==> config.mk <==
export PLATFORM = sky130hd
export DESIGN_NAME = mult_sequencer_flat
export DESIGN_NICKNAME = d
export VERILOG_FILES = /design/src/rtl/mips_pkg.sv /design/src/rtl/mult_sequencer_if.sv /design/src/rtl/mult_step.sv /design/src/rtl/mult_sequencer.sv /design/src/flat_wrapper.sv
export SDC_FILE = /design/constraint.sdc
export NUM_CORES = 1
export LEC_CHECK = 0
export ABC_AREA = 0
export CAP_MARGIN = 5
export CORE_MARGIN = 2
export CORE_UTILIZATION = 39
export CTS_CLUSTER_SIZE = 10
export DETAILED_ROUTE_END_ITERATION = 12
export GPL_ROUTABILITY_DRIVEN = 0
export PLACE_DENSITY = 0.65
export SLEW_MARGIN = 30
export SYNTH_ARGS = -nofsm -noshare
export SYNTH_HDL_FRONTEND = slang
export SYNTH_SLANG_ARGS = --single-unit
==> constraint.sdc <==
create_clock -name clk -period 3.96 [get_ports clk]
set_input_delay 0.396 -clock clk [delete_from_list [all_inputs] [get_ports clk]]
set_output_delay 0.396 -clock clk [all_outputs]
set_load 0.01 [all_outputs]
==> src/rtl/mips_pkg.sv <==
// Shared definitions for the HI/LO multiply sequencer: state encoding,
// default operand width and the step-counter sizing helper.
package mips_pkg;

    localparam int DEFAULT_WIDTH = 32;

    typedef enum logic {
        IDLE = 1'b0,
        RUN  = 1'b1
    } seq_state_t;

    function automatic int count_width(input int width);
        return (width > 1) ? $clog2(width) : 1;
    endfunction

endpackage

==> src/rtl/mult_sequencer_if.sv <==
// Pipeline-facing signal bundle of the multiply sequencer: decode-stage
// requests and operands toward the unit, read data and status back.
interface mult_sequencer_if
    import mips_pkg::*;
#(
    parameter int WIDTH = DEFAULT_WIDTH
);

    logic             mult_enable;
    logic             mult_signed;
    logic [WIDTH-1:0] op_a;
    logic [WIDTH-1:0] op_b;
    logic             sf2reg;
    logic             sfmux_high;
    logic [WIDTH-1:0] rd_data;
    logic             busy;
    logic             done;
    logic             stall;

    modport master (
        output mult_enable, mult_signed, op_a, op_b, sf2reg, sfmux_high,
        input  rd_data, busy, done, stall
    );

    modport slave (
        input  mult_enable, mult_signed, op_a, op_b, sf2reg, sfmux_high,
        output rd_data, busy, done, stall
    );

endinterface

==> src/rtl/mult_step.sv <==
// One radix-2 shift-add iteration: conditionally add the multiplicand into
// the upper accumulator half, then shift {accumulator, multiplier} right.
module mult_step #(
    parameter int WIDTH = 32
) (
    input  logic [2*WIDTH:0]   acc,
    input  logic [WIDTH-1:0]   multiplicand,
    input  logic [WIDTH-1:0]   multiplier,
    output logic [2*WIDTH:0]   acc_next,
    output logic [WIDTH-1:0]   multiplier_next
);

    logic [WIDTH:0]   upper;
    logic [2*WIDTH:0] added;

    // The top accumulator bit is always zero after a shift, so it can serve
    // as the carry slot of the upper-half addition.
    always_comb begin
        upper = acc[2*WIDTH:WIDTH];
        if (multiplier[0]) begin
            upper = acc[2*WIDTH:WIDTH] + {1'b0, multiplicand};
        end
        added = {upper, acc[WIDTH-1:0]};
        {acc_next, multiplier_next} = {1'b0, added, multiplier[WIDTH-1:1]};
    end

endmodule

==> src/rtl/mult_sequencer.sv <==
// Iterative HI/LO multiply unit: magnitudes go through WIDTH shift-add steps,
// the sign is reapplied on the final edge and HI/LO serve MFHI/MFLO reads.
module mult_sequencer
    import mips_pkg::*;
#(
    parameter int WIDTH = DEFAULT_WIDTH
) (
    input  logic             clk,
    input  logic             rst_n,
    mult_sequencer_if.slave  bus
);

    localparam int CNT_W = count_width(WIDTH);
    localparam int ACC_W = 2 * WIDTH + 1;

    seq_state_t state_q;
    seq_state_t state_d;
    logic       start;
    logic       last_step;
    logic       busy;

    logic [WIDTH-1:0]   multiplicand_q;
    logic [WIDTH-1:0]   multiplier_q;
    logic [WIDTH-1:0]   hi_q;
    logic [WIDTH-1:0]   lo_q;
    logic [ACC_W-1:0]   acc_q;
    logic [CNT_W-1:0]   count_q;
    logic               sign_q;
    logic               done_q;

    logic [ACC_W-1:0]   acc_next;
    logic [WIDTH-1:0]   multiplier_next;
    logic [WIDTH-1:0]   mag_a;
    logic [WIDTH-1:0]   mag_b;
    logic [2*WIDTH-1:0] product;

    mult_step #(
        .WIDTH (WIDTH)
    ) u_step (
        .acc             (acc_q),
        .multiplicand    (multiplicand_q),
        .multiplier      (multiplier_q),
        .acc_next        (acc_next),
        .multiplier_next (multiplier_next)
    );

    // Unsigned magnitudes; -2^(WIDTH-1) maps onto its own bit pattern,
    // which is the correct unsigned magnitude.
    always_comb begin
        mag_a = bus.op_a;
        mag_b = bus.op_b;
        if (bus.mult_signed && bus.op_a[WIDTH-1]) begin
            mag_a = ~bus.op_a + WIDTH'(1);
        end
        if (bus.mult_signed && bus.op_b[WIDTH-1]) begin
            mag_b = ~bus.op_b + WIDTH'(1);
        end
        product = acc_next[2*WIDTH-1:0];
        if (sign_q) begin
            product = ~acc_next[2*WIDTH-1:0] + (2*WIDTH)'(1);
        end
    end

    always_ff @(posedge clk or negedge rst_n) begin
        if (!rst_n) begin
            state_q <= IDLE;
        end else begin
            state_q <= state_d;
        end
    end

    always_comb begin
        state_d   = state_q;
        start     = 1'b0;
        last_step = 1'b0;
        busy      = 1'b0;
        case (state_q)
            IDLE: begin
                if (bus.mult_enable) begin
                    start   = 1'b1;
                    state_d = RUN;
                end
            end
            RUN: begin
                busy = 1'b1;
                if (count_q == CNT_W'(WIDTH - 1)) begin
                    last_step = 1'b1;
                    state_d   = IDLE;
                end
            end
            default: state_d = IDLE;
        endcase
    end

    // HI/LO are only touched on the final step, so reads during RUN keep
    // returning the previous result.
    always_ff @(posedge clk or negedge rst_n) begin
        if (!rst_n) begin
            multiplicand_q <= '0;
            multiplier_q   <= '0;
            acc_q          <= '0;
            count_q        <= '0;
            sign_q         <= 1'b0;
            hi_q           <= '0;
            lo_q           <= '0;
            done_q         <= 1'b0;
        end else begin
            done_q <= 1'b0;
            if (start) begin
                multiplicand_q <= mag_a;
                multiplier_q   <= mag_b;
                sign_q         <= bus.mult_signed & (bus.op_a[WIDTH-1] ^ bus.op_b[WIDTH-1]);
                acc_q          <= '0;
                count_q        <= '0;
            end else if (busy) begin
                acc_q        <= acc_next;
                multiplier_q <= multiplier_next;
                count_q      <= count_q + CNT_W'(1);
                if (last_step) begin
                    hi_q   <= product[2*WIDTH-1:WIDTH];
                    lo_q   <= product[WIDTH-1:0];
                    done_q <= 1'b1;
                end
            end
        end
    end

    assign bus.busy    = busy;
    assign bus.done    = done_q;
    assign bus.stall   = busy & (bus.mult_enable | bus.sf2reg);
    assign bus.rd_data = bus.sfmux_high ? hi_q : lo_q;

endmodule

==> src/flat_wrapper.sv <==
// flat-port wrapper written by rule: the top's interface ports become plain ports
module mult_sequencer_flat import mips_pkg::*;
#(
    parameter int WIDTH = DEFAULT_WIDTH
)
  (clk, rst_n, bus_mult_enable, bus_mult_signed, bus_op_a, bus_op_b, bus_sf2reg, bus_sfmux_high, bus_rd_data, bus_busy, bus_done, bus_stall);
  mult_sequencer_if #(.WIDTH(WIDTH)) bus_i ();
  input  logic clk;
  input  logic rst_n;
  input wire logic [$bits(bus_i.mult_enable)-1:0] bus_mult_enable;
  input wire logic [$bits(bus_i.mult_signed)-1:0] bus_mult_signed;
  input wire logic [$bits(bus_i.op_a)-1:0] bus_op_a;
  input wire logic [$bits(bus_i.op_b)-1:0] bus_op_b;
  input wire logic [$bits(bus_i.sf2reg)-1:0] bus_sf2reg;
  input wire logic [$bits(bus_i.sfmux_high)-1:0] bus_sfmux_high;
  output wire logic [$bits(bus_i.rd_data)-1:0] bus_rd_data;
  output wire logic [$bits(bus_i.busy)-1:0] bus_busy;
  output wire logic [$bits(bus_i.done)-1:0] bus_done;
  output wire logic [$bits(bus_i.stall)-1:0] bus_stall;
  assign bus_i.mult_enable = bus_mult_enable;
  assign bus_i.mult_signed = bus_mult_signed;
  assign bus_i.op_a = bus_op_a;
  assign bus_i.op_b = bus_op_b;
  assign bus_i.sf2reg = bus_sf2reg;
  assign bus_i.sfmux_high = bus_sfmux_high;
  assign bus_rd_data = bus_i.rd_data;
  assign bus_busy = bus_i.busy;
  assign bus_done = bus_i.done;
  assign bus_stall = bus_i.stall;
  mult_sequencer #(.WIDTH(WIDTH)) u_core (.clk(clk), .rst_n(rst_n), .bus(bus_i));
endmodule
**Yosys cells after proc, flatten, opt, wreduce, memory -nomap -nowiden**

Cells that the tools add are included.

- Logic and storage cells: 49
- Register bits after elaboration: 201
- Input bits: 70
- Output and inout port bits: 35

- Mux-type cells: 21
- Reduce and logical (&&, ||, !) cells: 4
- Bitwise operators: 9
- Equal/unequal tests: 1
- $add $sub $neg: 5

Operators with widths:

| kind | count |
|---|---|
| $mux W32 | 5 |
| $mux W65 | 2 |
| $add A32 B1 Y32 const B | 2 |
| $add A64 B1 Y64 const B | 1 |
| $mux W64 | 1 |
| $not A32 Y32 | 2 |
| $not A64 Y64 | 1 |
| $add A33 B32 Y33 | 1 |
| $mux W33 | 1 |
| $mux W5 | 2 |
| $mux W1 | 9 |
| $add A5 B1 Y5 const B | 1 |
| $eq A5 B5 Y1 const B | 1 |
| $reduce_and A3 Y1 | 1 |
| $and A1 B1 Y1 | 2 |
| $logic_and A1 B1 Y1 | 2 |
| $not A1 Y1 | 2 |
| $pmux W1 S2 | 1 |
| $reduce_bool A2 Y1 | 1 |
| $or A1 B1 Y1 | 1 |
| $xor A1 B1 Y1 | 1 |

**Depth between registers and ports, before layout**

Gate-level depths: netlist (run 1).

- Depth in word-level cells: 6
- Gate-level depth with buffers: 14
- Depth with buffers taken out: 12

**Modules after synthesis**

From an unflattened synthesis (run 1), not the netlist that was laid out.

- Cell total of the unflattened synthesis: 1427
- Area, all modules: 13355.3 sq um

By module, submodules not included:

| module | cells each | sequential area each (sq um) | area each (sq um) | times used |
|---|---|---|---|---|
| mult_sequencer | 1073 | 5029.8 | 10742.8 | 1 |
| mult_step | 354 | 0.0 | 2612.5 | 1 |

**Least setup slack after synthesis (run 1)**

Ideal clock, no wire load.

- Path kind: register -> register
- From: reg u_core.acc_q[32]
- To: reg u_core.hi_q[26]
- Stages on the path, launching flop included: 15
- Library setup time: 0.066 ns
- Slack: -0.026 ns
- Required time: 3.894 ns
- Arrival: 3.920 ns
- Clock period less this slack: 3.986 ns
- Buffers on the path: 2
- Cell sequence: dfrtp_1 -> ha_1 -> fa_1 -> a21o_1 -> a221o_1 -> clkbuf_1 -> a21oi_1 -> o22ai_1 -> mux2i_1 -> or3_1 -> or4_1 -> clkbuf_1 -> or4_1 -> o31ai_1 -> a221o_1

- Cells in the longest elaborated chain, start to end: 5

RTL lines:

| what | line | source |
|---|---|---|
| from (decl) | mult_sequencer.sv:26 | `logic [ACC_W-1:0] acc_q;` |
| from (signal assigned) | mult_sequencer.sv:116 | `acc_q <= acc_next;` |
| $add A33 B32 Y33 | mult_step.sv:21 | `upper = acc[2*WIDTH:WIDTH] + {1'b0, multiplicand};` |
| $mux W33 * | mult_step.sv:20 | `if (multiplier[0]) begin` |
| $not A64 Y64 | mult_sequencer.sv:60 | `product = ~acc_next[2*WIDTH-1:0] + (2*WIDTH)'(1);` |
| $add A64 B1 Y64 | mult_sequencer.sv:60 |  |
| $mux W64 * | mult_sequencer.sv:59 | `if (sign_q) begin` |
| to (signal assigned) | mult_sequencer.sv:120 | `hi_q <= product[2*WIDTH-1:WIDTH];` |
| to (decl) | mult_sequencer.sv:24 | `logic [WIDTH-1:0] hi_q;` |

Every way passes the cells marked *; elsewhere a longest branch is shown, timed or not.
A chain may end at the register's enable or synchronous reset.

**Worst setup path after layout (run 1)**

- From: reg u_core.acc_q[25]
- To: reg u_core.hi_q[26]

- Cells in the longest elaborated chain, start to end: 3

RTL lines:

| what | line |
|---|---|
| $not A64 Y64 | mult_sequencer.sv:60 |
| $add A64 B1 Y64 | mult_sequencer.sv:60 |
| $mux W64 | mult_sequencer.sv:59 |

No other way between the ends.

==> impl_summary.log, run 1 <==
INFO  metric outcome = finished with violations
INFO  metric failed_checks = negative hold slack
INFO  metric synth.ff_latch_count = 200
INFO  metric timing.critical_path.slowest_stage_cell = sky130_fd_sc_hd__or4_4
INFO  metric combinationalPowerShare = 57.9%
INFO  metric p_leak = about 0.0067 uW
INFO  metric clock_power_share = between 10% and 20%
INFO  metric critical-path-max-stage-delay = roughly 0.57 ns
INFO  metric final-seq-area = approximately 5000 sq um
INFO  metric slew_headroom = about 44%
INFO  metric boundaryPins = roughly 110
INFO  metric path_clk_slew = ~0.080 ns
INFO  metric synth_nets = 1687
INFO  metric rsz_0062_raised_after_global_routing = yes
INFO  metric totalWireLength = 35.3 mm
INFO  metric yosys_warnings = 0
INFO  metric area_growth_syn_to_layout = 19.8%
INFO  metric synth_top_area_share = 37.7%
INFO  metric finalWorstPathRequiredPeriod = 3.91 ns
INFO  metric number_of_drc_markers_in_iteration_0 = a little over 800
INFO  metric global_route_wire_length_before_repair = 58.1 mm
INFO  metric post-place-ws = -0.0611 ns
INFO  metric clock-sinks = 200
INFO  metric antenna_cells = 0
INFO  metric seq_area_frac_synth = around 38%
INFO  metric cts_max_level = 4
INFO  metric synth_enable_flop_cells = 0
INFO  metric finalPower = roughly 13000 uW
INFO  metric yosysTopAreaCell = sky130_fd_sc_hd__dfrtp_1
INFO  metric post_synth_main_area_contributors = sky130_fd_sc_hd__dfrtp_1 38%, sky130_fd_sc_hd__o21ai_0 9.4%, sky130_fd_sc_hd__nand2_1 8.1%
INFO  metric post-route-worst-setup-slack = ~0.052 ns
INFO  metric synth_most_common_cell = sky130_fd_sc_hd__nand2_1
INFO  metric syn-instance-count = about 1.6k
INFO  metric cp.required = between 4 and 5 ns
INFO  metric skew_pair_late_insertion_delay = 0.45 ns
INFO  metric sw_ratio = a little under half
INFO  metric grt_max_degree = between 100 and 150
INFO  metric fin_tns_setup = 0 ns
INFO  metric setup_violations = 0
INFO  metric skew = roughly 0.016 ns
INFO  metric drt-wirelength-per-cell = 16.5 um
INFO  metric track_usage = around 20%
INFO  metric number_of_pins_with_negative_max_slew_slack_in_the_final_report = 0
INFO  metric grt_overflow_total = 0
INFO  metric detail_route.vias_per_cell = approximately 5.5
INFO  metric postCtsHoldBufs = 0
INFO  metric avgSynthCellArea = between 8 and 9 sq um
INFO  metric antenna_found_initial = 0
INFO  metric route.detailed.drc = 0
INFO  metric tritoncts = done
INFO  metric power_per_cell_area = ~840 nW/um^2
INFO  metric count_of_vias_placed_by_the_detailed_router = 11.8k
INFO  metric synth_flop_cell = sky130_fd_sc_hd__dfrtp_1
INFO  metric synthDistinctLibCells = between 70 and 80
INFO  metric die_height = 188 um
INFO  metric worst_pin_slew = 0.840 ns
INFO  metric post-place-cells = between 2k and 2.5k
INFO  metric start_util = between 30% and 40%
INFO  metric crit_path_class = reg2reg
INFO  metric cap_viol_max_count = 0
INFO  metric die_area = 35500 sq um
INFO  metric final.fill_count = 3261
INFO  metric crit_path_start_kind = flop
INFO  metric layout-drive-gt1-share = between 10% and 20%
INFO  metric cts_inserted_buffers = 17
INFO  metric design.final.nets = 1795
INFO  metric multi_input_area = around 8000 sq um
INFO  metric critical_path_peak_fanout = 5
INFO  metric critical_path.most_common_cell = sky130_fd_sc_hd__or4_4
INFO  metric internal_power = around 7000 uW
INFO  metric number_of_global_route_vias_before_repair = 11.1k
INFO  metric final_hold_viol_count = 12
INFO  metric path_cells = or4_4 > or3_4 > or4_4 > buf_6 > or2_4 > or4_4 > nor4_4 > nand3_2 > or4_4 > o31ai_4 > a221o_1
INFO  metric worstHoldPathType = in2async
INFO  metric die_w = 188 um
INFO  metric final_min_period_over_clock_period = a little over nine tenths
INFO  metric crit_arrival = about 4.3 ns
INFO  metric hpwlAfterDp = 25.8 mm
INFO  metric route.antenna.remaining_nets = 0
INFO  metric synth_area = approximately 13000 sq um
INFO  metric synth_commonest_cells = 286 x sky130_fd_sc_hd__nand2_1, 249 x sky130_fd_sc_hd__o21ai_0, 200 x sky130_fd_sc_hd__dfrtp_1
INFO  metric hold-worst-slack = -0.0171 ns
INFO  metric maximum_clock_frequency = around 260 MHz
INFO  metric end_kind = flop
INFO  metric synthArstFlopShare = 100%
INFO  metric floorplan.rows = 67
INFO  metric core_region_area = between 30000 and 40000 sq um
INFO  metric netSwitchingPower = slightly above 6000 uW
INFO  metric dr.pass1.iters = 6
INFO  metric layout.cells.non_filler = between 2k and 2.5k
INFO  metric root_buffer = sky130_fd_sc_hd__clkbuf_16
INFO  metric vdd_ir_drop_max = 0.350 mV
INFO  metric clock_tree.buffer_depth = 2
INFO  metric port-buffer-count = ~100
INFO  metric p_seq_share = roughly 28%
-- critical path, delay by kind of cell (launching register included) --
kind	cells	cell delay [ns]
compound gates	2	0.20
buf+inv	1	0.14
flops	1	0.38
simple gates	8	3.12
-- sequential cells by signal, indices dropped and copies added (netlist names) --
register,cells
u_core.acc_q,64
u_core.hi_q,32
u_core.lo_q,32
u_core.multiplicand_q,32
u_core.multiplier_q,32
u_core.count_q,5
u_core.bus.done,1
u_core.sign_q,1
u_core.state_q,1
-- power by group through the flow --
stage          clock network (uW)  logic (uW)  registers (uW)
2_1_floorplan                   0        5020            3510
3_3_place_gp                    0        7290            3780
3_5_place_dp                    0        7450            3810
4_1_cts                      1840        7520            3780
5_1_grt                      1940        8550            3930
6_report                     1810        7710            3800
-- kinds of logic (layout without fill, tap and decap cells) --
| logic type | Yosys count | after routing | synth area share [%] |
|---|---|---|---|
| AND/OR/NAND/NOR | 568 | 568 | 20.6 |
| AO/OA/AOI/OAI | 461 | 461 | 20.8 |
| flip-flops | 200 | 200 | 37.7 |
| XOR/XNOR | 127 | 127 | 8.39 |
| buffers and inverters | 117 | 238 | 3.31 |
| multiplexers | 68 | 68 | 5.56 |
| adder cells (fa/ha/maj) | 38 | 38 | 3.64 |
-- layout by cell type (no fill, tap or decap), drive strengths merged, types with 20 or more instances in the layout --
cell type / instances
ha: 37
nand3: 25
xnor2: 47
xor2: 80
clkbuf: 20
nand2: 286
o31ai: 34
nand2b: 65
nor3: 34
o21ai: 253
mux2i: 23
nor2: 51
inv: 27
clkdlybuf4s50: 102
a21oi: 60
buf: 81
dfrtp: 200
mux2: 45
-- stage by stage --
| step | utilization [%] | instance area (sq um) |
|---|---|---|
| 2_1_floorplan | - | 13300 |
| 3_3_place_gp | 45.1 | 15100 |
| 3_5_place_dp | 45.1 | 15100 |
| 4_1_cts | 47.0 | 15800 |
| 5_1_grt | 47.4 | 15900 |
| 6_report | 47.4 | 15900 |
-- metal layers --
metal | track usage [%] | share of wire [%]
met1 | 30.5 | 50
met2 | 30.3 | 44
met3 | 2.74 | 4.7
met4 | 3.97 | 1.1
met5 | 0 | 0
-- worst paths after layout --
check	start	endpoint	slack, ns	depth (start not counted)
hold reg to reg	u_core.lo_q[22]	u_core.lo_q[22]	0.48	2
max in group asynchronous	rst_n	u_core.multiplicand_q[9]	3.06	2
hold / removal	rst_n	u_core.acc_q[61]	-0.02	1
setup reg to reg	u_core.acc_q[25]	u_core.hi_q[26]	0.05	11
setup / recovery	u_core.acc_q[25]	u_core.hi_q[26]	0.05	11
min in group clk	u_core.lo_q[22]	u_core.lo_q[22]	0.48	2
-- cell type report --
class / count / share of cell area, %
timing repair buffer: 183 / 10.4
sequential: 200 / 31.5
tap: 448 / 3.53
clock inverter: 12 / 0.843
clock buffer: 20 / 2.94
inverter: 23 / 0.544
multi-input combinational: 1262 / 50.2
-- timing repair --
action | in CTS | in global routing
endpoints found under the setup margin | 4 | 14
resized for setup | 6 | 23
buffers inserted | 1 | 0
pin swaps | 3 | 12
No activity file was read; power rests on OpenSTA's default activity.
==> inputs of run 2 (changes only) <==
CORE_UTILIZATION = 54   (was 39)
PLACE_DENSITY = 0.84   (was 0.65)
REMOVE_ABC_BUFFERS = 1   (was default)
==> impl_summary.log, run 2 (synthesis results as in run 1) <==
INFO  metric failed_checks = negative hold slack
INFO  metric detail_route.vias_per_cell = 5.99
INFO  metric internal_power = slightly above 7000 uW
INFO  metric cts_inserted_buffers = 17
INFO  metric global_route_wire_length_before_repair = 55.8 mm
INFO  metric track_usage = between 20% and 30%
INFO  metric number_of_global_route_vias_before_repair = 11.5k
INFO  metric maximum_clock_frequency = between 200 and 300 MHz
INFO  metric boundaryPins = ~110
INFO  metric root_buffer = sky130_fd_sc_hd__clkbuf_16
INFO  metric p_seq_share = 28.7%
INFO  metric final_hold_viol_count = 3
INFO  metric clock-sinks = 200
INFO  metric finalPower = 13200 uW
INFO  metric power_per_cell_area = 845 nW/um^2
INFO  metric most-common-layout-cells = 285 x sky130_fd_sc_hd__nand2_1, 246 x sky130_fd_sc_hd__o21ai_0, 198 x sky130_fd_sc_hd__dfrtp_1
INFO  metric hpwlAfterDp = roughly 24 mm
INFO  metric cts_max_level = 4
INFO  metric critical-path-max-stage-delay = around 0.55 ns
INFO  metric rsz_0062_raised_after_global_routing = yes
INFO  metric core_region_area = approximately 24000 sq um
INFO  metric critical-path-top-delay-family = simple AND/OR/NAND/NOR gates
INFO  metric clock_power_share = 12.9%
INFO  metric grt_max_degree = approximately 100
INFO  metric setup_violations = 0
INFO  metric number_of_pins_with_negative_max_slew_slack_in_the_final_report = 0
INFO  metric crit_path_start_kind = flop
INFO  metric port-buffer-count = ~100
INFO  metric number_of_drc_markers_in_iteration_0 = approximately 1.2k
INFO  metric regMostFlops = u_core.acc_q
INFO  metric skew = about 0.011 ns
INFO  metric start_util = between 50% and 60%
INFO  metric timing.critical_path.depth = 11
INFO  metric combinationalPowerShare = 58.4%
INFO  metric design.final.nets = roughly 1.8k
INFO  metric floorplan.rows = 57
INFO  metric sw_ratio = between 40% and 50%
INFO  metric route.antenna.remaining_nets = 0
INFO  metric tritoncts = done
INFO  metric route.detailed.drc = 0
INFO  metric die_height = ~160 um
INFO  metric count_of_vias_placed_by_the_detailed_router = 12.1k
INFO  metric post-place-cells = roughly 2.0k
INFO  metric grt_overflow_total = 0
INFO  metric worstHoldPathType = in2async
INFO  metric cp.required = around 4.3 ns
INFO  metric cap_viol_max_count = 0
INFO  metric cp.buffers_inverters = 1
INFO  metric worst_pin_slew = about 0.91 ns
INFO  metric skew_pair_late_insertion_delay = 0.44 ns
INFO  metric timing.critical_path.slowest_stage_cell = sky130_fd_sc_hd__or4b_4
INFO  metric antenna_cells = 0
INFO  metric slew_headroom = between 30 and 40%
INFO  metric layout_commonest_cell = sky130_fd_sc_hd__nand2_1
INFO  metric largest_reg_flops = 64
INFO  metric path_cells = or4_4 > or3_4 > or4_4 > or4b_4 > nor4_4 > or4b_4 > nand3b_4 > buf_6 > o31ai_4 > xnor2_1 > o21ai_1
INFO  metric drt-wirelength-per-cell = 16.9 um
INFO  metric path_clk_slew = ~0.070 ns
INFO  metric antenna_found_initial = 0
INFO  metric die_area = roughly 26000 sq um
INFO  metric netSwitchingPower = approximately 6000 uW
INFO  metric totalWireLength = roughly 34 mm
INFO  metric p_leak = ~0.0067 uW
INFO  metric layout-drive-gt1-share = 11.6%
INFO  metric clock_tree.buffer_depth = 2
INFO  metric vdd_ir_drop_max = approximately 0.41 mV
INFO  metric crit_arrival = 4.19 ns
INFO  metric fin_tns_setup = 0 ns
INFO  metric hold-worst-slack = -0.0130 ns
INFO  metric final_util = between 60% and 70%
INFO  metric outcome = finished with violations
INFO  metric crit_path_class = reg2reg
INFO  metric area_growth_syn_to_layout = 18.0%
INFO  metric critical_path_peak_fanout = 5
INFO  metric finalWorstPathRequiredPeriod = 3.89 ns
INFO  metric layout.cells.non_filler = 2019
INFO  metric reg2reg_depth = 11
INFO  metric die_w = 161 um
INFO  metric end_kind = flop
INFO  metric final_min_period_over_clock_period = a little over nine tenths
INFO  metric dr.pass1.iters = 7
run 2: cell count changes in the layout (fill, tap and decap cells not counted), moves of 3 or more:
| cell | previous run | this run |
|---|---|---|
| sky130_fd_sc_hd__inv_6 | 2 | 6 |
| sky130_fd_sc_hd__ha_1 | 36 | 32 |
| sky130_fd_sc_hd__clkbuf_1 | 0 | 3 |
| sky130_fd_sc_hd__ha_2 | 1 | 5 |
| sky130_fd_sc_hd__buf_4 | 77 | 72 |
| sky130_fd_sc_hd__clkinv_4 | 3 | 0 |
run 2: routing by layer:
metal  GRT usage, %  vias up  part of all wire [%]
met1           33.1     5699                    42
met5              0        -                     0
li1               -     5828                     -
met2           45.0      446                    48
met4           11.6        0                   4.0
met3           4.57      112                   5.4
run 2: power groups by stage:
stage	clock network (uW)	registers, uW	logic, uW
floorplan	0	3690	4760
global placement	0	3750	7130
detailed placement	0	3780	7350
CTS	1720	3760	7480
global route	1780	3910	8520
finish	1700	3800	7720
run 2: layout make-up:
type | count | area [sq um]
Fill cell | 1940 | 8600
Multi-Input combinational cell | 1262 | 7970
Sequential cell | 200 | 5010
Timing Repair Buffer | 178 | 1630
Clock buffer | 20 | 437
Tap cell | 324 | 405
Clock inverter | 12 | 114
Inverter | 23 | 86.3
run 2: stage by stage:
step                      setup WS, ns  cell area (sq um)
after floorplan                  -3.00              12900
after CTS                       0.0127              15500
after global placement          0.0293              14900
after global routing           -0.0506              15600
after detailed placement        -0.109              14900
final                           0.0692              15600
run 2: worst paths after layout:
check	slack [ns]	end	startpoint
max	0.07	u_core.hi_q[23]	u_core.acc_q[23]
max reg2reg	0.07	u_core.hi_q[23]	u_core.acc_q[23]
min	-0.01	u_core.multiplicand_q[28]	rst_n
min in group clk	0.48	u_core.lo_q[7]	u_core.lo_q[7]
min reg2reg	0.48	u_core.lo_q[7]	u_core.lo_q[7]
max in group asynchronous	3.17	u_core.state_q	rst_n
run 2: what timing repair did:
action,in CTS,in global routing
resized for setup,5,27
buffers inserted,0,2
endpoints found under the hold margin,0,0
endpoints found under the setup margin,6,15
hold buffers,0,0
pin swaps,5,12
